==> src/rtl/pc_fetch_unit.sv <==
// Program counter and fetch sequencer: sequential advance with valid/ready backpressure,
// prioritised trap/JALR/branch redirects, one-cycle redirect bubble and misalign error state.
module pc_fetch_unit #(
  parameter int unsigned      XLEN         = 32,
  parameter logic [XLEN-1:0]  RESET_VECTOR = XLEN'(32'h0000_0000),
  parameter logic [XLEN-1:0]  TRAP_VECTOR  = XLEN'(32'h0000_0100),
  parameter int unsigned      PC_STEP      = 4,
  parameter logic [1:0]       ALIGN_MASK   = 2'b11
) (
  input  logic            clk,
  input  logic            rst,
  input  logic [XLEN-1:0] pc_imm,
  input  logic            Branch,
  input  logic            jalr,
  input  logic [XLEN-1:0] jalr_base,
  input  logic            trap_req,
  input  logic            stall,
  input  logic            pc_ready,
  output logic [XLEN-1:0] pc,
  output logic            pc_valid,
  output logic [XLEN-1:0] epc,
  output logic            misalign_err
);

  typedef enum logic [1:0] {
    S_BOOT   = 2'd0,
    S_RUN    = 2'd1,
    S_BUBBLE = 2'd2,
    S_ERR    = 2'd3
  } state_e;

  state_e          state_q, state_d;
  logic [XLEN-1:0] pc_q, pc_d;
  logic [XLEN-1:0] epc_q, epc_d;
  logic            valid_q, valid_d;
  logic            err_q, err_d;

  logic [XLEN-1:0] jalr_sum;
  logic [XLEN-1:0] target;
  logic            misalign;
  logic            redirect;

  // Redirect target selection; JALR wins over branch when both are present.
  always_comb begin
    jalr_sum = jalr_base + pc_imm;
    target   = jalr ? {jalr_sum[XLEN-1:1], 1'b0} : (pc_q + pc_imm);
    misalign = |(target[1:0] & ALIGN_MASK);
    redirect = (jalr || Branch) && ((state_q == S_RUN) || (state_q == S_BUBBLE));
  end

  // State and registered outputs.
  always_ff @(posedge clk) begin
    if (rst) begin
      state_q <= S_BOOT;
      pc_q    <= RESET_VECTOR;
      epc_q   <= '0;
      valid_q <= 1'b0;
      err_q   <= 1'b0;
    end else begin
      state_q <= state_d;
      pc_q    <= pc_d;
      epc_q   <= epc_d;
      valid_q <= valid_d;
      err_q   <= err_d;
    end
  end

  // Next-state logic.
  always_comb begin
    state_d = state_q;
    unique case (state_q)
      S_BOOT:           state_d = trap_req ? S_BUBBLE : S_RUN;
      S_RUN, S_BUBBLE: begin
        if (trap_req)      state_d = S_BUBBLE;
        else if (redirect) state_d = misalign ? S_ERR : S_BUBBLE;
        else               state_d = S_RUN;
      end
      S_ERR:            state_d = trap_req ? S_BUBBLE : S_ERR;
      default:          state_d = S_BOOT;
    endcase
  end

  // Next values of the registered outputs.
  always_comb begin
    pc_d    = pc_q;
    epc_d   = epc_q;
    valid_d = (state_d == S_RUN);
    err_d   = (state_d == S_ERR);
    if (trap_req) begin
      pc_d  = TRAP_VECTOR;
      epc_d = pc_q;
    end else if (redirect) begin
      pc_d = target;
    end else if ((state_q == S_RUN) && pc_ready && !stall) begin
      pc_d = pc_q + XLEN'(PC_STEP);
    end
  end

  assign pc           = pc_q;
  assign pc_valid     = valid_q;
  assign epc          = epc_q;
  assign misalign_err = err_q;

endmodule

==> config.mk <==
export PLATFORM = sky130hd
export DESIGN_NAME = pc_fetch_unit
export DESIGN_NICKNAME = d
export VERILOG_FILES = /design/src/rtl/pc_fetch_unit.sv
export SDC_FILE = /design/constraint.sdc
export NUM_CORES = 1
export LEC_CHECK = 0
export ABC_CLOCK_PERIOD_IN_PS = 6700
export CORE_AREA = 10 10 145 147
export CTS_BUF_LIST = sky130_fd_sc_hd__clkbuf_8
export DETAILED_ROUTE_END_ITERATION = 16
export DIE_AREA = 0 0 155 157
export PLACE_DENSITY_LB_ADDON = 0.1
export SYNTH_ARGS = -nofsm -noshare
export SYNTH_HDL_FRONTEND = slang
export SYNTH_SLANG_ARGS = --single-unit
==> constraint.sdc <==
create_clock -name clk -period 6.7 [get_ports clk]
set_input_delay 1.34 -clock clk [delete_from_list [all_inputs] [get_ports clk]]
set_output_delay 1.34 -clock clk [all_outputs]
set_load 0.01 [all_outputs]
### After elaboration in Yosys (flattened, before gate mapping)

Cells that the tools add are included.
W data, S select, Z words.

* input bits: 71
* register bits: 68
* bits in read-only memories: 0
* memories kept: 0
* bits in writable memories: 0
* output and inout bits: 66
* latch bits: 0

* shifts and indexed selects: 0
* $add $sub $neg: 3
* reduce and logical (&&, ||, !) cells: 12
* equality and inequality tests: 5
* bitwise logic cells: 0
* $lt $le $gt $ge: 0
* divide/modulo/power cells: 0
* multiply operators: 0
* muxes and demuxes: 10

Operators with widths (count)
* $mux W32: 3
* $add A32 B32 Y32: 2
* $add A32 B3 Y32 const B: 1
* $mux W9: 1
* $eq A2 B2 Y1 const B: 3
* $mux W2: 3
* $pmux W2 S3: 1
* $reduce_or A2 Y1: 3
* $eq A2 B1 Y1 const B: 2
* $logic_and A1 B1 Y1: 3
* $reduce_bool A3 Y1: 1
* $logic_not A2 Y1: 1
* $logic_or A1 B1 Y1: 2
* $mux W1: 2
* $reduce_bool A2 Y1: 1
* $logic_not A1 Y1: 1

### Depth between registers and ports, before layout

Gate-level depths: netlist of run 1.

* depth after elaboration: 8
* mapped depth: 11
* gate-level depth less buffers: 11

### Worst setup path before layout of run 1

Ideal clock, no wire load.

* path type: input port to flip-flop
* start: in pc_imm[0]
* end: reg pc_q[30] (netlist: pc[30])
* cell stages on the path: 11
* buffers on the path: 0
* path slack: 2.843 ns
* data required time: 6.605 ns
* data arrival time: 3.761 ns
* cell sequence: ha_1 fa_1 a211oi_1 o21bai_1 a31oi_1 o21a_1 o2111ai_1 a31oi_1 o21ai_0 xnor2_1 a221oi_1

* word-level cells in the longest chain between the ends: 3

Ends and longest elaborated chain
* from (decl): line 12 `input logic [XLEN-1:0] pc_imm,`
* $add A32 B32 Y32, on equally long branches: line 46, 45
* $mux W32 (*): line 46 `target = jalr ? {jalr_sum[XLEN-1:1], 1'b0} : (pc_q + pc_imm);`
* $mux W32 (*): line 92 `end else if (redirect) begin`
* to (signal assigned): line 61 `pc_q <= pc_d;`
* to (decl): line 33 `logic [XLEN-1:0] pc_q, pc_d;`

Mark *: on every way between the ends. The rest lies on a longest branch, timed or not.
A chain may end at the register's enable or synchronous reset.

### Final worst setup path of run 1

* start: in pc_imm[1]
* end: reg pc_q[25] (netlist: pc[25])

The elaborated chain is that of the path after synthesis.

==> results of run 1 <==
cell families (layout without fill, tap and decap cells):
group | Yosys count | count (layout) | synth area share
AO/OA/AOI/OAI | 259 | 259 | 0.273
XOR/XNOR | 71 | 71 | 0.100
adder cells (fa/ha/maj) | 67 | 67 | 0.138
buffers and inverters | 46 | 175 | 0.0295
flip-flops | 68 | 68 | 0.220
multiplexers | 38 | 38 | 0.0623
AND/OR/NAND/NOR | 231 | 231 | 0.177
power breakdown:
part	switching, mW	internal [mW]
sequential	0.0325	0.425
clock	0.207	0.178
combinational	0.285	0.237
total	0.525	0.841
worst max-delay path: cells and delay by family:
| family | cells | cell delay, ns |
|---|---|---|
| buf+inv | 1 | 0.52 |
| xor+xnor | 1 | 0.17 |
| fa+ha+maj | 1 | 0.33 |
| simple gates | 1 | 0.12 |
| compound gates | 7 | 2.43 |
cell usage in the layout, fill, tap and decap left out, types with 5 or more instances in the layout:
master           Yosys  final
xnor2_1             38     38
nand2b_1            11     11
ha_1                65     65
a31oi_1              8      8
inv_1               16     16
o211ai_1             5      5
a21oi_1             66     66
clkdlybuf4s50_1      0    135
a21o_1              23     23
nand4_1             18     18
nor2_1              83     83
buf_4                2      7
and3_1              15     15
o21ai_0             58     57
nand2_1             48     48
a211oi_1            30     30
o21a_1              15     15
dfxtp_1             68     68
and2_1               5      5
nor3_1              12     12
o21bai_1             5      5
nand3_1             17     17
mux2i_1             36     36
xor2_1              33     33
clkbuf_8             0      9
through the flow:
step	hold WS, ns	cell area, sq um	setup WS (ns)	instances	util
3_5_place_dp	0.478	7780	1.66	1127	0.425
6_report	0.496	7990	2.06	1143	0.436
3_3_place_gp	0.472	7780	1.75	1127	0.425
4_1_cts	0.503	7990	2.07	1143	0.436
5_1_grt	0.537	7990	1.91	1143	0.436
2_1_floorplan	0.531	6200	2.84	780	-
metal layers:
metal  vias up  GRT usage  share of wire
met1      2965      0.222           0.44
li1       3161          -              -
met3        30     0.0396          0.057
met2       177      0.309           0.49
met4         0     0.0549          0.018
met5         -          0              0
final timing paths:
kind | start | to
hold reg to reg | epc[23] | epc[23]
setup reg to reg | flop | pc[30]
setup / recovery | pc_imm[1] | pc[25]
hold / removal | epc[23] | epc[23]
registers in the layout, indices dropped and copies added (netlist names), named ones only:
name and cells:
epc 32, pc 30, state_q 2, misalign_err 1
pc_valid 1
final cells by class:
| cell class | count | area, sq um |
|---|---|---|
| well taps | 234 | 293 |
| flip-flops and latches | 68 | 1360 |
| fillers | 1916 | 10300 |
| clock buffers | 9 | 124 |
| clock inverters | 7 | 81.3 |
| multi-input cells | 666 | 4660 |
| inverters | 16 | 60.1 |
| repair buffers | 143 | 1410 |
==> impl_metrics.json, run 1 <==
{
  "status": "completed",
  "synth_seq_cells": 68,
  "yosysSeqAreaShare": 0.220,
  "synth_top_area_cell": "dfxtp_1",
  "setup.worst_path.start_class": "input port",
  "synth-edff-count": 0,
  "post_cts_buffers": 0,
  "required_ns": 6.99,
  "ys_types": 64,
  "cts_resized": 0,
  "max_slew_margin": 0.192,
  "worstSetupPathType": "in -> reg",
  "syn_area_sq_mm": 0.00620,
  "port_buffers": 136,
  "rows": 50,
  "antenna_found_initial": 0,
  "async_flop_share": 0,
  "slowest_stage": "a2111oi_1",
  "synth.avg_cell_area_sq_um": 7.95,
  "cts_buffer_depth": 2,
  "cts_sinks": 68,
  "tightest_slew_ns": 1.21,
  "crit_chain": "clkdlybuf4s50_1 > ha_1 > nand4_1 > a2111oi_1 > o21ai_0 > a21oi_1 > o211ai_1 > a21oi_1 > a41oi_1 > xor2_1 > a221oi_1",
  "ys.flop_type": "dfxtp_1",
  "synth_top_cell_area_share": 0.220,
  "hold_class": "reg -> reg",
  "min_path_cells": 2,
  "start_util": 0.338,
  "fin_tns_setup_ns": 0,
  "max_freq_mhz": 216,
  "synth_area_leaders": "dfxtp_1 (22%), ha_1 (13%), mux2i_1 (5.8%)",
  "ctsHoldBuffers": 0,
  "boundaryPins": 137,
  "clk_latency_ns": 0.38,
  "wire_per_inst_um": 19.6,
  "slowest_delay_ns": 0.72,
  "cts-root-buf": "clkbuf_8",
  "grt_use_total": 0.181,
  "cp.arrival_ns": 4.93,
  "critical_path.most_common_cell": "a21oi_1",
  "die_area_sq_mm": 0.0243,
  "antennaDiodeCount": 0,
  "synth_fp_nets": 918,
  "die_w_um": 155,
  "routabilityCongestion": 0.860,
  "finalPower_mw": 1.37,
  "p_per_area_mw_per_mm2": 171,
  "drt-vias-per-instance": 5.54,
  "grt-ovfl-total": 0,
  "ant_nets": 0,
  "cts_tree": "built",
  "r2r_cells": 11,
  "drc": 0,
  "area_growth_pct": 28.8,
  "yosysWarningCount": 0,
  "setup_violations": 0,
  "grt_pass1_wl_um": 35100,
  "drt_iter0_markers": 422,
  "p_leak_nw": 3.30,
  "vdd_drop_max_mv": 0.0943,
  "num_vias": 6333,
  "nets": 1042,
  "synth_commonest_cells": "nor2_1 (83), dfxtp_1 (68), a21oi_1 (66)",
  "drive_gt1_frac": 0.0385,
  "reg2reg_setup_slack_ns": 3.30,
  "die_h_um": 157,
  "hold_viol_final": 0,
  "clock_skew_ns": 0.0132,
  "dr.pass1.iters": 5,
  "drv_cap": 0,
  "grt_setup_unrepaired": "no",
  "crit_path_end_kind": "flop",
  "grt_max_degree": 47,
  "coreArea_sq_mm": 0.0183,
  "htree_num_levels": 3,
  "period_needed_ns": 4.64,
  "hpwl_um": 17400,
  "cts_buffers": 9,
  "yosysMostFrequentCell": "nor2_1",
  "totalWireLength_um": 22400,
  "crit_fanout": 4,
  "slew_violations": 0,
  "grt_pass1_vias": 6292,
  "fin_crit_sh": 0.692,
  "syn_inst": 780,
  "cts.clk_slew.worst_paths_ns": 0.09
}
(Power assumes the default switching activity.)
==> run 2: changes to the inputs <==
- ABC_CLOCK_PERIOD_IN_PS: 6700 -> 3900
- clock period: 6.7 -> 3.9 ns (I/O delays scaled with it)
==> impl_metrics.json, run 2 (same netlist as run 1, synthesis figures left out) <==
{
  "final_cell_mix": "clkdlybuf4s50_1 (135), nor2_1 (83), dfxtp_1 (68)",
  "post_cts_buffers": 0,
  "die_w_um": 155,
  "dr.pass1.iters": 5,
  "p_clk_frac": 0.276,
  "routabilityCongestion": 0.875,
  "cp.arrival_ns": 4.08,
  "cp_top_family": "compound AO/OA/AOI/OAI gates",
  "totalWireLength_um": 23000,
  "num_vias": 6507,
  "met3_usage": 0.0404,
  "die_h_um": 157,
  "reg2reg_setup_slack_ns": 0.83,
  "cts_sinks": 68,
  "ctsHoldBuffers": 0,
  "switchingPower_mw": 0.924,
  "fin_hold_ws_ns": 0.501,
  "coreArea_sq_mm": 0.0183,
  "status": "completed",
  "crit_fanout": 3,
  "crit_chain": "clkdlybuf4s50_1 > buf_4 > fa_1 > a21oi_1 > o21ai_0 > o21ba_2 > o211ai_1 > buf_4 > a31oi_1 > a211oi_1 > buf_4 > a21oi_1 > xnor2_1 > a221oi_1",
  "grt_use_met1": 0.228,
  "slew_violations": 0,
  "grt_pass1_wl_um": 36200,
  "use_met2": 0.320,
  "ant_nets": 0,
  "critical_path.most_common_cell": "buf_4",
  "slowest_stage": "clkdlybuf4s50_1",
  "area_growth_pct": 35.4,
  "cts_buffers": 9,
  "max_slew_margin": 0.505,
  "slowest_delay_ns": 0.45,
  "p_comb_frac": 0.400,
  "setup_ws_ns": 0.114,
  "cts_buffer_depth": 2,
  "internal_power_mw": 1.50,
  "drc": 0,
  "rows": 50,
  "antennaDiodeCount": 0,
  "grt_setup_unrepaired": "no",
  "grt_use_total": 0.186,
  "tightest_slew_ns": 0.740,
  "htree_num_levels": 3,
  "hpwl_um": 18000,
  "hold_viol_final": 0,
  "cts_resized": 0,
  "wire_per_inst_um": 19.2,
  "period_needed_ns": 3.79,
  "nFillCells": 1889,
  "clock_skew_ns": 0.00901,
  "swShare": 0.382,
  "p_seq_frac": 0.325,
  "cts-root-buf": "clkbuf_8",
  "vdd_drop_max_mv": 0.198,
  "p_leak_nw": 3.56,
  "fin_crit_sh": 0.971,
  "crit_path_end_kind": "flop",
  "path_buf_inv": 4,
  "max_freq_mhz": 264,
  "nets": 1096,
  "top_usage_layer": "met2",
  "setup_violations": 0,
  "setup.worst_path.start_class": "input port",
  "grt-ovfl-total": 0,
  "cts.clk_slew.worst_paths_ns": 0.09,
  "die_area_sq_mm": 0.0243,
  "drt-vias-per-instance": 5.44,
  "largest_reg_flops": 32,
  "grt_pass1_vias": 6649,
  "cts_tree": "built",
  "drt_iter0_markers": 310,
  "clk_latency_ns": 0.38,
  "antenna_found_initial": 0,
  "boundaryPins": 137,
  "drive_gt1_frac": 0.0924,
  "hold_class": "reg -> reg",
  "grt_max_degree": 36,
  "finalPower_mw": 2.42,
  "p_per_area_mw_per_mm2": 288,
  "drv_cap": 0,
  "pre_cts_ws_ns": -0.245,
  "final_common_cell": "clkdlybuf4s50_1",
  "start_util": 0.338,
  "worstSetupPathType": "in -> reg",
  "required_ns": 4.19,
  "port_buffers": 136
}
==> run 2: power by group through the flow <==
stage | Clock, mW | Combinational [mW] | Sequential (mW)
floorplan | 0 | 0.567 | 0.800
global placement | 0 | 0.965 | 0.803
detailed placement | 0 | 0.959 | 0.803
CTS | 0.686 | 0.966 | 0.787
global route | 0.711 | 1.06 | 0.793
finish | 0.668 | 0.967 | 0.785
==> run 2: path summary, 6_finish.rpt <==
| kind | cells after the start | from | end |
|---|---|---|---|
| max | 14 | pc_imm[1] | pc[30] |
| min | 2 | epc[26] | epc[26] |
| max reg2reg | 12 | flop | pc[30] |
| min reg2reg | 2 | epc[26] | epc[26] |
==> run 2: tightest hold or removal path: cells and delay by family, from the launching register on <==
family	cells	cell delay [ns]
flip-flops	1	0.33
AND/OR/NAND/NOR	1	0.07
multiplexers	1	0.07
==> run 2: area by class of cell <==
class / count / area [sq um] / area share
clock buffer: 9 / 124 / 0.0148
timing repair buffer: 197 / 1810 / 0.216
sequential: 68 / 1360 / 0.162
inverter: 16 / 60.1 / 0.00715
tap: 234 / 293 / 0.0349
clock inverter: 7 / 81.3 / 0.00969
multi-input combinational: 666 / 4660 / 0.555
==> run 2: through the flow <==
step,setup TNS (ns),util,instances,instance area (sq um)
3_3_place_gp,-0.667,0.447,1181,8190
5_1_grt,0,0.458,1197,8390
6_report,0,0.458,1197,8390
3_5_place_dp,-0.760,0.447,1181,8190
4_1_cts,0,0.458,1197,8390
2_1_floorplan,0,-,780,6200
==> run 2: metal layers <==
| layer | wire, um | share of wire |
|---|---|---|
| met5 | 0 | 0 |
| met4 | 363 | 0.016 |
| met3 | 1180 | 0.051 |
| met2 | 11300 | 0.49 |
| met1 | 10200 | 0.44 |
==> run 3: changes to the inputs <==
- GPL_ROUTABILITY_DRIVEN: unset -> 0
==> results of run 3 <==
Same layout as run 2: the final DEF is identical, and so are final timing and power.
